===== config.mk =====
export PLATFORM = sky130hd
export DESIGN_NAME = lbm_moment_engine_flat
export DESIGN_NICKNAME = d
export VERILOG_FILES = /design/src/rtl/lbm_moment_if.sv /design/src/rtl/lbm_moment_engine.sv /design/src/flat_wrapper.sv
export SDC_FILE = /design/constraint.sdc
export NUM_CORES = 1
export LEC_CHECK = 0
export BUFFER_PORTS_ARGS = -buffer_cell sky130_fd_sc_hd__buf_2
export CORE_MARGIN = 4
export CORE_UTILIZATION = 35
export CTS_BUF_LIST = sky130_fd_sc_hd__clkbuf_8 sky130_fd_sc_hd__clkbuf_16
export CTS_CLUSTER_DIAMETER = 60
export DETAILED_ROUTE_END_ITERATION = 10
export SYNTH_ARGS = -nofsm -noshare
export SYNTH_HDL_FRONTEND = slang
export SYNTH_SLANG_ARGS = --single-unit

===== constraint.sdc =====
create_clock -name Clk -period 8.17 [get_ports Clk]
set_input_delay 0.4085 -clock Clk [delete_from_list [all_inputs] [get_ports Clk]]
set_output_delay 0.4085 -clock Clk [all_outputs]
set_load 0.05 [all_outputs]

===== src/rtl/lbm_moment_if.sv =====
// Handshake and data bundle between the D2Q9 moment engine, its fin memory and the controller.
// The engine is the slave side: it reads fin memory and answers the controller's load strobes.
interface lbm_moment_if #(
    parameter int GRID_DIM   = 16*16,
    parameter int DATA_WIDTH = 32
);
    localparam int AW = $clog2(GRID_DIM*9);
    localparam int CW = $clog2(GRID_DIM);

    logic                  start;
    logic [DATA_WIDTH-1:0] fin_rdata;
    logic                  LD_EN_P;
    logic                  LD_EN_PUX;
    logic                  LD_EN_PUY;
    logic                  fin_rd;
    logic [AW-1:0]         fin_addr;
    logic [CW-1:0]         count_init;
    logic                  cell_done;
    logic [DATA_WIDTH-1:0] p_out;
    logic [DATA_WIDTH-1:0] pux_out;
    logic [DATA_WIDTH-1:0] puy_out;
    logic                  busy;
    logic                  frame_done;

    modport master (
        output start, fin_rdata, LD_EN_P, LD_EN_PUX, LD_EN_PUY,
        input  fin_rd, fin_addr, count_init, cell_done, p_out, pux_out, puy_out, busy, frame_done
    );

    modport slave (
        input  start, fin_rdata, LD_EN_P, LD_EN_PUX, LD_EN_PUY,
        output fin_rd, fin_addr, count_init, cell_done, p_out, pux_out, puy_out, busy, frame_done
    );
endinterface


===== src/rtl/lbm_moment_engine.sv =====
// D2Q9 moment engine: streams nine fin samples per cell, accumulates density and momenta,
// and holds the saturated results until the controller has strobed all three consumed.
module lbm_moment_engine #(
    parameter int GRID_DIM   = 16*16,
    parameter int DATA_WIDTH = 32
) (
    input  logic         Clk,
    input  logic         Reset,
    lbm_moment_if.slave  bus
);
    localparam int AW    = $clog2(GRID_DIM*9);
    localparam int CW    = $clog2(GRID_DIM);
    localparam int ACC_W = DATA_WIDTH + 4;
    localparam logic signed [ACC_W-1:0] MAXV = {5'b00000, {(DATA_WIDTH-1){1'b1}}};
    localparam logic signed [ACC_W-1:0] MINV = {5'b11111, {(DATA_WIDTH-1){1'b0}}};
    localparam logic [CW-1:0] LAST_CELL = CW'(GRID_DIM-1);

    typedef enum logic [2:0] {IDLE, READ, DRAIN, WAIT_LD, FINISH} state_t;

    state_t                   state_q, state_d;
    logic [3:0]               dir_q, dir_d;
    logic [3:0]               rd_dir_q, rd_dir_d;
    logic                     rd_vld_q, rd_vld_d;
    logic [CW-1:0]            cell_q, cell_d;
    logic [2:0]               seen_q, seen_d;
    logic signed [ACC_W-1:0]  acc_p_q, acc_p_d, acc_x_q, acc_x_d, acc_y_q, acc_y_d;
    logic [DATA_WIDTH-1:0]    p_q, p_d, pux_q, pux_d, puy_q, puy_d;

    logic signed [ACC_W-1:0]  samp, sum_p, sum_x, sum_y;
    logic [2:0]               seen_now;

    function automatic logic [DATA_WIDTH-1:0] sat(input logic signed [ACC_W-1:0] a);
        if (a > MAXV)      return MAXV[DATA_WIDTH-1:0];
        else if (a < MINV) return MINV[DATA_WIDTH-1:0];
        else               return a[DATA_WIDTH-1:0];
    endfunction

    // Sample returning this cycle belongs to the direction issued last cycle.
    always_comb begin
        samp  = {{4{bus.fin_rdata[DATA_WIDTH-1]}}, bus.fin_rdata};
        sum_p = acc_p_q + samp;
        sum_x = acc_x_q;
        sum_y = acc_y_q;
        case (rd_dir_q)
            4'd1, 4'd5, 4'd8: sum_x = acc_x_q + samp;
            4'd3, 4'd6, 4'd7: sum_x = acc_x_q - samp;
            default:          sum_x = acc_x_q;
        endcase
        case (rd_dir_q)
            4'd2, 4'd5, 4'd6: sum_y = acc_y_q + samp;
            4'd4, 4'd7, 4'd8: sum_y = acc_y_q - samp;
            default:          sum_y = acc_y_q;
        endcase
    end

    always_comb begin
        state_d  = state_q;
        dir_d    = dir_q;
        rd_dir_d = dir_q;
        rd_vld_d = 1'b0;
        cell_d   = cell_q;
        seen_d   = seen_q;
        acc_p_d  = acc_p_q;
        acc_x_d  = acc_x_q;
        acc_y_d  = acc_y_q;
        p_d      = p_q;
        pux_d    = pux_q;
        puy_d    = puy_q;
        seen_now = seen_q | {bus.LD_EN_P, bus.LD_EN_PUX, bus.LD_EN_PUY};

        if (rd_vld_q) begin
            acc_p_d = sum_p;
            acc_x_d = sum_x;
            acc_y_d = sum_y;
        end

        case (state_q)
            IDLE: if (bus.start) begin
                state_d = READ;
                cell_d  = '0;
                dir_d   = '0;
                seen_d  = '0;
                acc_p_d = '0;
                acc_x_d = '0;
                acc_y_d = '0;
            end
            READ: begin
                rd_vld_d = 1'b1;
                if (dir_q == 4'd8) begin
                    dir_d   = '0;
                    state_d = DRAIN;
                end else begin
                    dir_d = dir_q + 4'd1;
                end
            end
            DRAIN: begin
                p_d     = sat(sum_p);
                pux_d   = sat(sum_x);
                puy_d   = sat(sum_y);
                state_d = WAIT_LD;
            end
            WAIT_LD: begin
                seen_d = seen_now;
                if (&seen_now) begin
                    seen_d  = '0;
                    acc_p_d = '0;
                    acc_x_d = '0;
                    acc_y_d = '0;
                    if (cell_q == LAST_CELL) begin
                        state_d = FINISH;
                    end else begin
                        cell_d  = cell_q + CW'(1);
                        state_d = READ;
                    end
                end
            end
            FINISH: begin
                cell_d  = '0;
                state_d = IDLE;
            end
            default: state_d = IDLE;
        endcase
    end

    always_ff @(posedge Clk or posedge Reset) begin
        if (Reset) begin
            state_q  <= IDLE;
            dir_q    <= '0;
            rd_dir_q <= '0;
            rd_vld_q <= 1'b0;
            cell_q   <= '0;
            seen_q   <= '0;
            acc_p_q  <= '0;
            acc_x_q  <= '0;
            acc_y_q  <= '0;
            p_q      <= '0;
            pux_q    <= '0;
            puy_q    <= '0;
        end else begin
            state_q  <= state_d;
            dir_q    <= dir_d;
            rd_dir_q <= rd_dir_d;
            rd_vld_q <= rd_vld_d;
            cell_q   <= cell_d;
            seen_q   <= seen_d;
            acc_p_q  <= acc_p_d;
            acc_x_q  <= acc_x_d;
            acc_y_q  <= acc_y_d;
            p_q      <= p_d;
            pux_q    <= pux_d;
            puy_q    <= puy_d;
        end
    end

    assign bus.fin_rd     = (state_q == READ);
    assign bus.fin_addr   = (state_q == READ) ? (AW'(cell_q) * AW'(9) + AW'(dir_q)) : '0;
    assign bus.count_init = cell_q;
    assign bus.cell_done  = (state_q == WAIT_LD);
    assign bus.busy       = (state_q == READ) || (state_q == DRAIN) || (state_q == WAIT_LD);
    assign bus.frame_done = (state_q == FINISH);
    assign bus.p_out      = p_q;
    assign bus.pux_out    = pux_q;
    assign bus.puy_out    = puy_q;
endmodule

===== src/flat_wrapper.sv =====
// flat-port wrapper written by rule: the top's interface ports become plain ports
module lbm_moment_engine_flat 
#(
    parameter int GRID_DIM   = 16*16,
    parameter int DATA_WIDTH = 32
)
  (Clk, Reset, bus_start, bus_fin_rdata, bus_LD_EN_P, bus_LD_EN_PUX, bus_LD_EN_PUY, bus_fin_rd, bus_fin_addr, bus_count_init, bus_cell_done, bus_p_out, bus_pux_out, bus_puy_out, bus_busy, bus_frame_done);
  lbm_moment_if #(.GRID_DIM(GRID_DIM), .DATA_WIDTH(DATA_WIDTH)) bus_i ();
  input  logic Clk;
  input  logic Reset;
  input wire logic [$bits(bus_i.start)-1:0] bus_start;
  input wire logic [$bits(bus_i.fin_rdata)-1:0] bus_fin_rdata;
  input wire logic [$bits(bus_i.LD_EN_P)-1:0] bus_LD_EN_P;
  input wire logic [$bits(bus_i.LD_EN_PUX)-1:0] bus_LD_EN_PUX;
  input wire logic [$bits(bus_i.LD_EN_PUY)-1:0] bus_LD_EN_PUY;
  output wire logic [$bits(bus_i.fin_rd)-1:0] bus_fin_rd;
  output wire logic [$bits(bus_i.fin_addr)-1:0] bus_fin_addr;
  output wire logic [$bits(bus_i.count_init)-1:0] bus_count_init;
  output wire logic [$bits(bus_i.cell_done)-1:0] bus_cell_done;
  output wire logic [$bits(bus_i.p_out)-1:0] bus_p_out;
  output wire logic [$bits(bus_i.pux_out)-1:0] bus_pux_out;
  output wire logic [$bits(bus_i.puy_out)-1:0] bus_puy_out;
  output wire logic [$bits(bus_i.busy)-1:0] bus_busy;
  output wire logic [$bits(bus_i.frame_done)-1:0] bus_frame_done;
  assign bus_i.start = bus_start;
  assign bus_i.fin_rdata = bus_fin_rdata;
  assign bus_i.LD_EN_P = bus_LD_EN_P;
  assign bus_i.LD_EN_PUX = bus_LD_EN_PUX;
  assign bus_i.LD_EN_PUY = bus_LD_EN_PUY;
  assign bus_fin_rd = bus_i.fin_rd;
  assign bus_fin_addr = bus_i.fin_addr;
  assign bus_count_init = bus_i.count_init;
  assign bus_cell_done = bus_i.cell_done;
  assign bus_p_out = bus_i.p_out;
  assign bus_pux_out = bus_i.pux_out;
  assign bus_puy_out = bus_i.puy_out;
  assign bus_busy = bus_i.busy;
  assign bus_frame_done = bus_i.frame_done;
  lbm_moment_engine #(.GRID_DIM(GRID_DIM), .DATA_WIDTH(DATA_WIDTH)) u_core (.Clk(Clk), .Reset(Reset), .bus(bus_i));
endmodule

; Yosys cells after proc, flatten, opt, wreduce, memory -nomap -nowiden
; Index checks and enable logic that the tools add are counted.
[totals]
regBits = 227
inputBits = 38
wordCells = 98
[classes]
add_sub_neg = 8
n_mul = 1
n_lt_le_gt_ge = 6
eq_ne = 18
muxes = 37
bitwise_logic = 1
n_reduce_logical = 15
[op_table]
columns = operator, n
row1 = one-hot mux 36 bit (2 select lines), 5
row2 = two-way mux 36 bit, 9
row3 = two-way mux 32 bit, 6
row4 = adder 36 x 32 -> 36 bit, 3
row5 = > comparator 36 x 32 -> 1 bit (second input constant), 3
row6 = < comparator 36 x 32 -> 1 bit (second input constant), 3
row7 = subtractor 36 x 32 -> 36 bit, 2
row8 = two-way mux 8 bit, 3
row9 = one-hot mux 8 bit (3 select lines), 1
row10 = two-way mux 3 bit, 6
row11 = == test 4 x 3 -> 1 bit (second input constant), 4
row12 = adder 12 x 4 -> 12 bit, 1
row13 = multiplier 8 x 4 -> 12 bit (second input constant), 1
row14 = two-way mux 12 bit, 1
row15 = one-hot mux 3 bit (4 select lines), 1
row16 = OR reduction 3 bit, 4
row17 = adder 8 x 1 -> 8 bit (second input constant), 1
row18 = == test 4 x 2 -> 1 bit (second input constant), 2
row19 = == test 4 bit (second input constant), 2
row20 = == test 8 bit (second input constant), 1
row21 = two-way mux 4 bit, 2
row22 = one-hot mux 4 bit (2 select lines), 1
row23 = == test 3 x 2 -> 1 bit (second input constant), 2
row24 = one-hot mux 3 bit (2 select lines), 1
row25 = 15 further kinds, 21

; Depth between registers and ports, before layout
; Gate-level depths: netlist of the first run.
[logic_depth]
ltp_word = 6
ltp_mapped = 23
ltp_nobuf = 21

; Least setup slack after synthesis of the first run
; Ideal clock, no wire load.
[synth_timing]
path_kind = input to register
from = in bus_fin_rdata[10]
to = reg u_core.pux_q[5], in the netlist u_core.bus.pux_out[5]
t_arrival_ps = 5114
required_time_ps = 8093
slack_ps = 2979
stages = 21
path_buffers = 3
cell_sequence = buf_6 > or4_4 > or2_1 > nor3_1 > nand3b_1 > or3_1 > or3_1 > nand2_1 > xor2_1 > ha_1 > clkbuf_1 > or2_2 > a21oi_1 > o31ai_1 > mux2i_1 > o41a_1 > nand4_1 > a2111oi_2 > clkbuf_1 > o21ai_0 > a21oi_1
[synth_via]
elab_chain_cells = 5
elab_cells_between_ends = 7
classes_between = 2 x add/sub / 2 x order compare / 3 x mux
[synth_lines]
columns = element, line_no
row1 = "start, declared", flat_wrapper.sv:12  ; input wire logic [$bits(bus_i.fin_rdata)-1:0] bus_fin_rdata;
row2 = subtractor 36 x 32 -> 36 bit / adder 36 x 32 -> 36 bit (equally long branches), "lbm_moment_engine.sv:46, lbm_moment_engine.sv:45"
row3 = one-hot mux 36 bit (2 select lines) *, lbm_moment_engine.sv:44  ; case (rd_dir_q)
row4 = < comparator 36 x 32 -> 1 bit, lbm_moment_engine.sv:34  ; else if (a < MINV) return MINV[DATA_WIDTH-1:0];
row5 = two-way mux 32 bit, lbm_moment_engine.sv:34
row6 = two-way mux 32 bit *, lbm_moment_engine.sv:33  ; if (a > MAXV) return MAXV[DATA_WIDTH-1:0];
row7 = "end signal, assigned", lbm_moment_engine.sv:150  ; pux_q <= pux_d;
row8 = "end, declared", lbm_moment_engine.sv:27  ; logic [DATA_WIDTH-1:0] p_q, p_d, pux_q, pux_d, puy_q, puy_d;
; Mark *: on every way between the ends. The rest lies on a longest branch, timed or not.
; A chain may end at the register's enable or synchronous reset.

; Final worst setup path of the first run
[layout_timing]
from = in bus_fin_rdata[12]
to = reg u_core.puy_q[14], in the netlist u_core.bus.puy_out[14]
[layout_via]
elab_chain_cells = 5
elab_cells_between_ends = 7
classes_between = 2 x add/sub / 2 x order compare / 3 x mux
[layout_lines]
columns = element, line_no
row1 = subtractor 36 x 32 -> 36 bit / adder 36 x 32 -> 36 bit (equally long branches), "lbm_moment_engine.sv:51, lbm_moment_engine.sv:50"
row2 = one-hot mux 36 bit (2 select lines) *, lbm_moment_engine.sv:49  ; case (rd_dir_q)
row3 = < comparator 36 x 32 -> 1 bit, lbm_moment_engine.sv:34
row4 = two-way mux 32 bit, lbm_moment_engine.sv:34
row5 = two-way mux 32 bit *, lbm_moment_engine.sv:33
row6 = "end signal, assigned", lbm_moment_engine.sv:151  ; puy_q <= puy_d;
row7 = "end, declared", lbm_moment_engine.sv:27
; Marks and branches as above.

==> results.yml, run 1 <==
finish:
  final_cell_count_no_fill: 3008
  multi_input_area_sq_um: 11700
  area_growth_syn_to_layout_pct: 13.2
  final_nets: 2476
  seq_area_sq_um: 5680
  drive_above_1_share: 0.114
  fillerInstances: 5297
  final_core_util: 0.400
place:
  dp.cells: 2945
  preCtsSetupSlack_ns: 1.88
  place.gp.congestion: 0.948
  io_buffers: 157
  dp.final_hpwl_um: 45600
sta:
  rsz0062_at_grt: "false"
  max_clock_freq_mhz: 171
  post-route-period-util: 0.716
  worst_pin_slew_ns: 1.24
  hold_viol: 0
  period_minus_slack_ns: 5.85
  finalClockSkew_ns: 0.0335
  slew_viol_final: 0
  finalSetupViolations: 0
  worst_slack_ns: 2.32
  setup_tns_ns: 0
  maxSlewHeadroom: 0.174
critical_path:
  path_class: "in -> reg"
  required_ns: 8.48
  cp-end-kind: "register"
  r2r-start: "u_core.rd_dir_q[3]"
  crit_arrival_ns: 6.16
  cp_max_fo: 28
  startpoint: "bus_fin_rdata[12]"
  crit_path_start_kind: "input pin"
die:
  die_area_sq_um: 55500
  die_h_um: 235
  core_area_sq_um: 51300
  initial_core_util: 0.353
  boundaryPins: 158
  fp.dieW_um: 235
  placementRows: 83
routing:
  vias: 16900
  drt_iter0_markers: 1412
  viasPerCell: 5.63
  drc: 0
  ant_nets: 0
  first_pass_iters: 7
  post_drt_wl_per_cell_um: 20.0
  wl_um: 60300
grt:
  overflow: 0
  grt_pass1_wl_um: 94500
  grt_pass1_vias: 16400
  grt_start_max_net_pins: 110
  grt.total_usage: 0.209
  grt_antenna_before_repair: 1
clock_tree:
  clock_path_buffers: 3
  post_cts_buffers: 0
  htreeDepth: 2
  cts_tree: "built"
  clk_pin_slew_ns: 0.05
  post_cts_resized: 0
  cts_hold_buffers: 0
  cts_buffers: 35
  cts_num_sinks: 227
  clkLatencyLatePin_ns: 0.54
  cts_root_buf: "clkbuf_16"
synth:
  synth_area_sq_um: 18100
  ys_async_sr_fraction: 1.00
  synth_cells: 2223
  synth.distinct_cells: 81
  ys_ff_latch: 227
  yosysWarnings: 0
  ys_seq_area_frac: 0.314
  synth_edf_count: 0
  ys.flop_type: "dfrtp_1"
  syn_nets: 2397
  syn_area_per_cell_sq_um: 8.15
hold_path:
  min_path_type: "in -> async"
run:
  cap_violations: 0
run_status:
  status: "finished clean"
[final timing paths]
| check | to | slack [ns] | cells past startpoint |
|---|---|---|---|
| worst max register to register | u_core.bus.puy_out[14] | 2.45 | 15 |
| worst min-delay path | u_core.bus.puy_out[10] | 0.07 | 2 |
| worst min register to register | u_core.bus.p_out[21] | 0.48 | 2 |
| max in group asynchronous | u_core.acc_y_q[3] | 6.66 | 3 |
| min in group Clk | u_core.seen_q[0] | 0.13 | 3 |
| worst max-delay path | u_core.bus.puy_out[14] | 2.32 | 18 |
[stage by stage]
stage                     hold slack, ns  cell area, sq um
after global placement             0.464             19400
final                             0.0653             20500
after detailed placement           0.470             19400
after global routing               0.123             20500
after CTS                         0.0842             20500
after floorplan                    0.418             18100
[kinds of logic after synthesis]
family / synth area share
compound gates: 0.236
mux: 0.0422
fa+ha+maj: 0.0956
xor+xnor: 0.0797
flops: 0.314
simple gates: 0.192
buf+inv: 0.0410
[critical path, stage by stage]
cell and delay (ns):
buf_2 0.14, or4_4 0.55, or2_1 0.26, nor3_1 0.40, nand2b_1 0.25, o21ai_0 0.25
xor2_1 0.31, ha_1 0.30, nand4_1 0.17, or3_1 0.40, a21oi_1 0.22, o41a_1 0.33
a21oi_1 0.16, a31o_2 0.28, o22ai_1 0.25, nand3_1 0.17, o21ai_2 0.92, o311ai_0 0.34
[sequential cells by signal, indices dropped and copies added, names as in the netlist, 3 cells and up]
register and count:
u_core.acc_y_q 36, u_core.state_q 3, u_core.rd_dir_q 4, u_core.bus.p_out 32, u_core.bus.count_init 8, u_core.bus.puy_out 32
u_core.acc_x_q 36, u_core.seen_q 3, u_core.dir_q 4, u_core.acc_p_q 36, u_core.bus.pux_out 32
[synthesized netlist by cell type (29+ instances only)]
| cell | number | area [sq um] |
|---|---|---|
| dfrtp_1 | 227 | 5680 |
| xor2_1 | 82 | 718 |
| nor3_1 | 54 | 270 |
| xnor2_1 | 81 | 709 |
| nand2_1 | 224 | 841 |
| clkbuf_1 | 103 | 387 |
| mux2i_1 | 73 | 731 |
| o21bai_1 | 29 | 218 |
| nor2_1 | 308 | 1160 |
| a21o_1 | 43 | 323 |
| a21oi_1 | 201 | 1010 |
| nand3_1 | 34 | 170 |
| inv_1 | 51 | 191 |
| o21ai_0 | 148 | 741 |
| ha_1 | 132 | 1650 |
| a211oi_1 | 62 | 465 |
[layout make-up]
type / count / share of cell area
multi-input cells: 1816 / 0.572
diodes: 2 / 0.000244
inverters: 51 / 0.00971
well taps: 680 / 0.0415
flip-flops and latches: 227 / 0.277
clock inverters: 18 / 0.00751
clock buffers: 43 / 0.0481
repair buffers: 171 / 0.0435
[placed cells by master, fill, tap and decap left out, types with 73 or more instances in the layout]
master   Yosys  final
buf_2       12    157
ha_1       132    132
nand2_1    224    223
xor2_1      82     82
xnor2_1     81     81
mux2i_1     73     73
dfrtp_1    227    226
nor2_1     308    308
o21ai_0    148    146
a21oi_1    201    201
[layer usage]
layer  vias up  wire, um  track usage
li1       8179         -            -
met1      8057     26900        0.283
met2       594     27300        0.337
met3       111      4040       0.0401
met4         0      2010       0.0689
met5         -         0            0
Power of run 1 is left out: the tool's default activity adds up to more than one toggle a clock period on the data nets, which glitch-free logic cannot reach.
==> inputs of run 2 (changes only) <==
==> constraint.sdc (replaced) <==
create_clock -name Clk -period 5.8 [get_ports Clk]
set_input_delay 0.29 -clock Clk [delete_from_list [all_inputs] [get_ports Clk]]
set_output_delay 0.29 -clock Clk [all_outputs]
set_load 0.05 [all_outputs]
==> run 2 against run 1 <==
Register-to-register slack lost 1.7 ns. Utilization grew 0.60 points. Global-route usage grew 0.12 points. Cell count grew 0.80%. Die area is the same. Via count grew 0.96%. Worst setup slack lost 1.7 ns. Largest cell class unchanged.
==> results.yml, run 2 (synthesized netlist as in run 1, its figures left out) <==
place:
  place.gp.congestion: 0.981
  io_buffers: 157
  dp.final_hpwl_um: 45800
sta:
  period_minus_slack_ns: 5.14
  post-route-period-util: 0.886
  rsz0062_at_grt: "false"
  finalSetupViolations: 0
  setup_tns_ns: 0
  max_clock_freq_mhz: 195
  finalClockSkew_ns: 0.0135
  maxSlewHeadroom: 0.295
  worst_pin_slew_ns: 1.06
  hold_viol: 0
  slew_viol_final: 0
clock_tree:
  clk_pin_slew_ns: 0.06
  clock_path_buffers: 3
  cts_root_buf: "clkbuf_16"
  cts_buffers: 36
  cts_tree: "built"
  cts_num_sinks: 227
  post_cts_buffers: 0
  htreeDepth: 2
  clkLatencyLatePin_ns: 0.55
hold_path:
  min_from: "bus_LD_EN_P"
  min_path_type: "in -> reg"
critical_path:
  cp-end-kind: "register"
  r2r_cells: 16
  cp_max_fo: 18
  required_ns: 6.22
  crit_path_start_kind: "input pin"
  r2r-start: "u_core.rd_dir_q[3]"
  crit_end: "u_core.bus.puy_out[28]"
  crit_arrival_ns: 5.56
  reg2reg_slack_ns: 0.71
  path_class: "in -> reg"
  rr_endpoint: "u_core.bus.pux_out[15]"
  startpoint: "bus_fin_rdata[12]"
finish:
  drive_above_1_share: 0.123
  top_regs: "u_core.acc_p_q: 36 flops, u_core.acc_x_q: 36 flops, u_core.acc_y_q: 36 flops"
  area_growth_syn_to_layout_pct: 14.9
  final_common_cell: "nor2_1"
  layout_common_cells: "nor2_1, dfrtp_1, nand2_1, a21oi_1, buf_2"
  final_nets: 2498
routing:
  wl_um: 60200
  drt_iter0_markers: 1394
  ant_nets: 0
  viasPerCell: 5.64
  drc: 0
  first_pass_iters: 6
  met1_length_um: 27200
  highest_layer: "met5"
  route.met3.wl_um: 3570
  vias: 17100
  wl_met2_um: 27800
  post_drt_wl_per_cell_um: 19.9
grt:
  grt_start_max_net_pins: 141
  grt_pass1_vias: 16600
  grt_antenna_before_repair: 3
  overflow: 0
  grt.total_usage: 0.210
  grt_pass1_wl_um: 95000
die:
  core_area_sq_um: 51300
  fp.dieW_um: 235
  boundaryPins: 158
  placementRows: 83
  initial_core_util: 0.353
  die_area_sq_um: 55500
  die_h_um: 235
run_status:
  status: "finished clean"
run:
  cap_violations: 0
-- run 2: cell count changes in the layout (fill, tap and decap cells not counted), sizes merged, moves of 3 or more --
cell,change
buf,+18
bufinv,+3
clkbuf,-4
clkinv,+3
clkinvlp,+3
dlygate4sd3,+3
-- run 2: critical path, cell delays in order --
cell,delay [ns]
buf_2,0.15
or4_4,0.55
or2_1,0.26
nor3_1,0.19
buf_4,0.16
nand3b_1,0.13
or3_1,0.41
or3_1,0.39
nand2_1,0.11
xor2_1,0.22
ha_1,0.35
a21oi_1,0.35
o21a_1,0.19
o211ai_1,0.13
a211o_1,0.30
a311oi_1,0.40
a211o_1,0.17
nand4_1,0.11
o31a_2,0.17
buf_4,0.21
o311ai_0,0.32
-- run 2: area by class of cell --
cell class	instances	area, sq um
antenna	1	2.50
clock inverter	26	287
sequential	227	5680
tap	680	851
clock buffer	39	953
timing repair buffer	192	1110
multi-input combinational	1816	11700
fill	5238	30500
inverter	51	195
-- run 2: worst min path at each step --
stage / cells past startpoint / slack (ns) / endpoint
finish: 3 / 0.05 / u_core.seen_q[2]
CTS: 3 / 0.02 / u_core.seen_q[2]
floorplan: 0 / 0.42 / u_core.rd_dir_q[2]
global placement: 2 / 0.36 / u_core.bus.puy_out[10]
global route: 3 / 0.05 / u_core.seen_q[2]
detailed placement: 2 / 0.36 / u_core.bus.puy_out[10]
-- run 2: repair_timing --
item                                   CTS  global route
endpoints found under the hold margin   22             0
hold buffers                             3             0
resized for setup                        0             0
-- run 2: routing by layer --
metal / vias to the layer above / global-route usage
li1: 8226 / -
met3: 91 / 0.0392
met1: 8280 / 0.287
met4: 4 / 0.0562
met2: 502 / 0.344
met5: - / 0
-- run 2: stage by stage --
stage           util  instances  cell area (sq um)  hold WS [ns]  setup slack, ns
6_report       0.406       3032              20800        0.0543            0.659
5_1_grt        0.406       3031              20800        0.0478            0.253
4_1_cts        0.406       3031              20800        0.0153            0.717
3_5_place_dp   0.381       2963              19500         0.363            0.145
3_3_place_gp   0.381       2963              19500         0.355            0.264
2_1_floorplan      -       2223              18100         0.418            0.727
Power of run 2 is left out for the same reason.
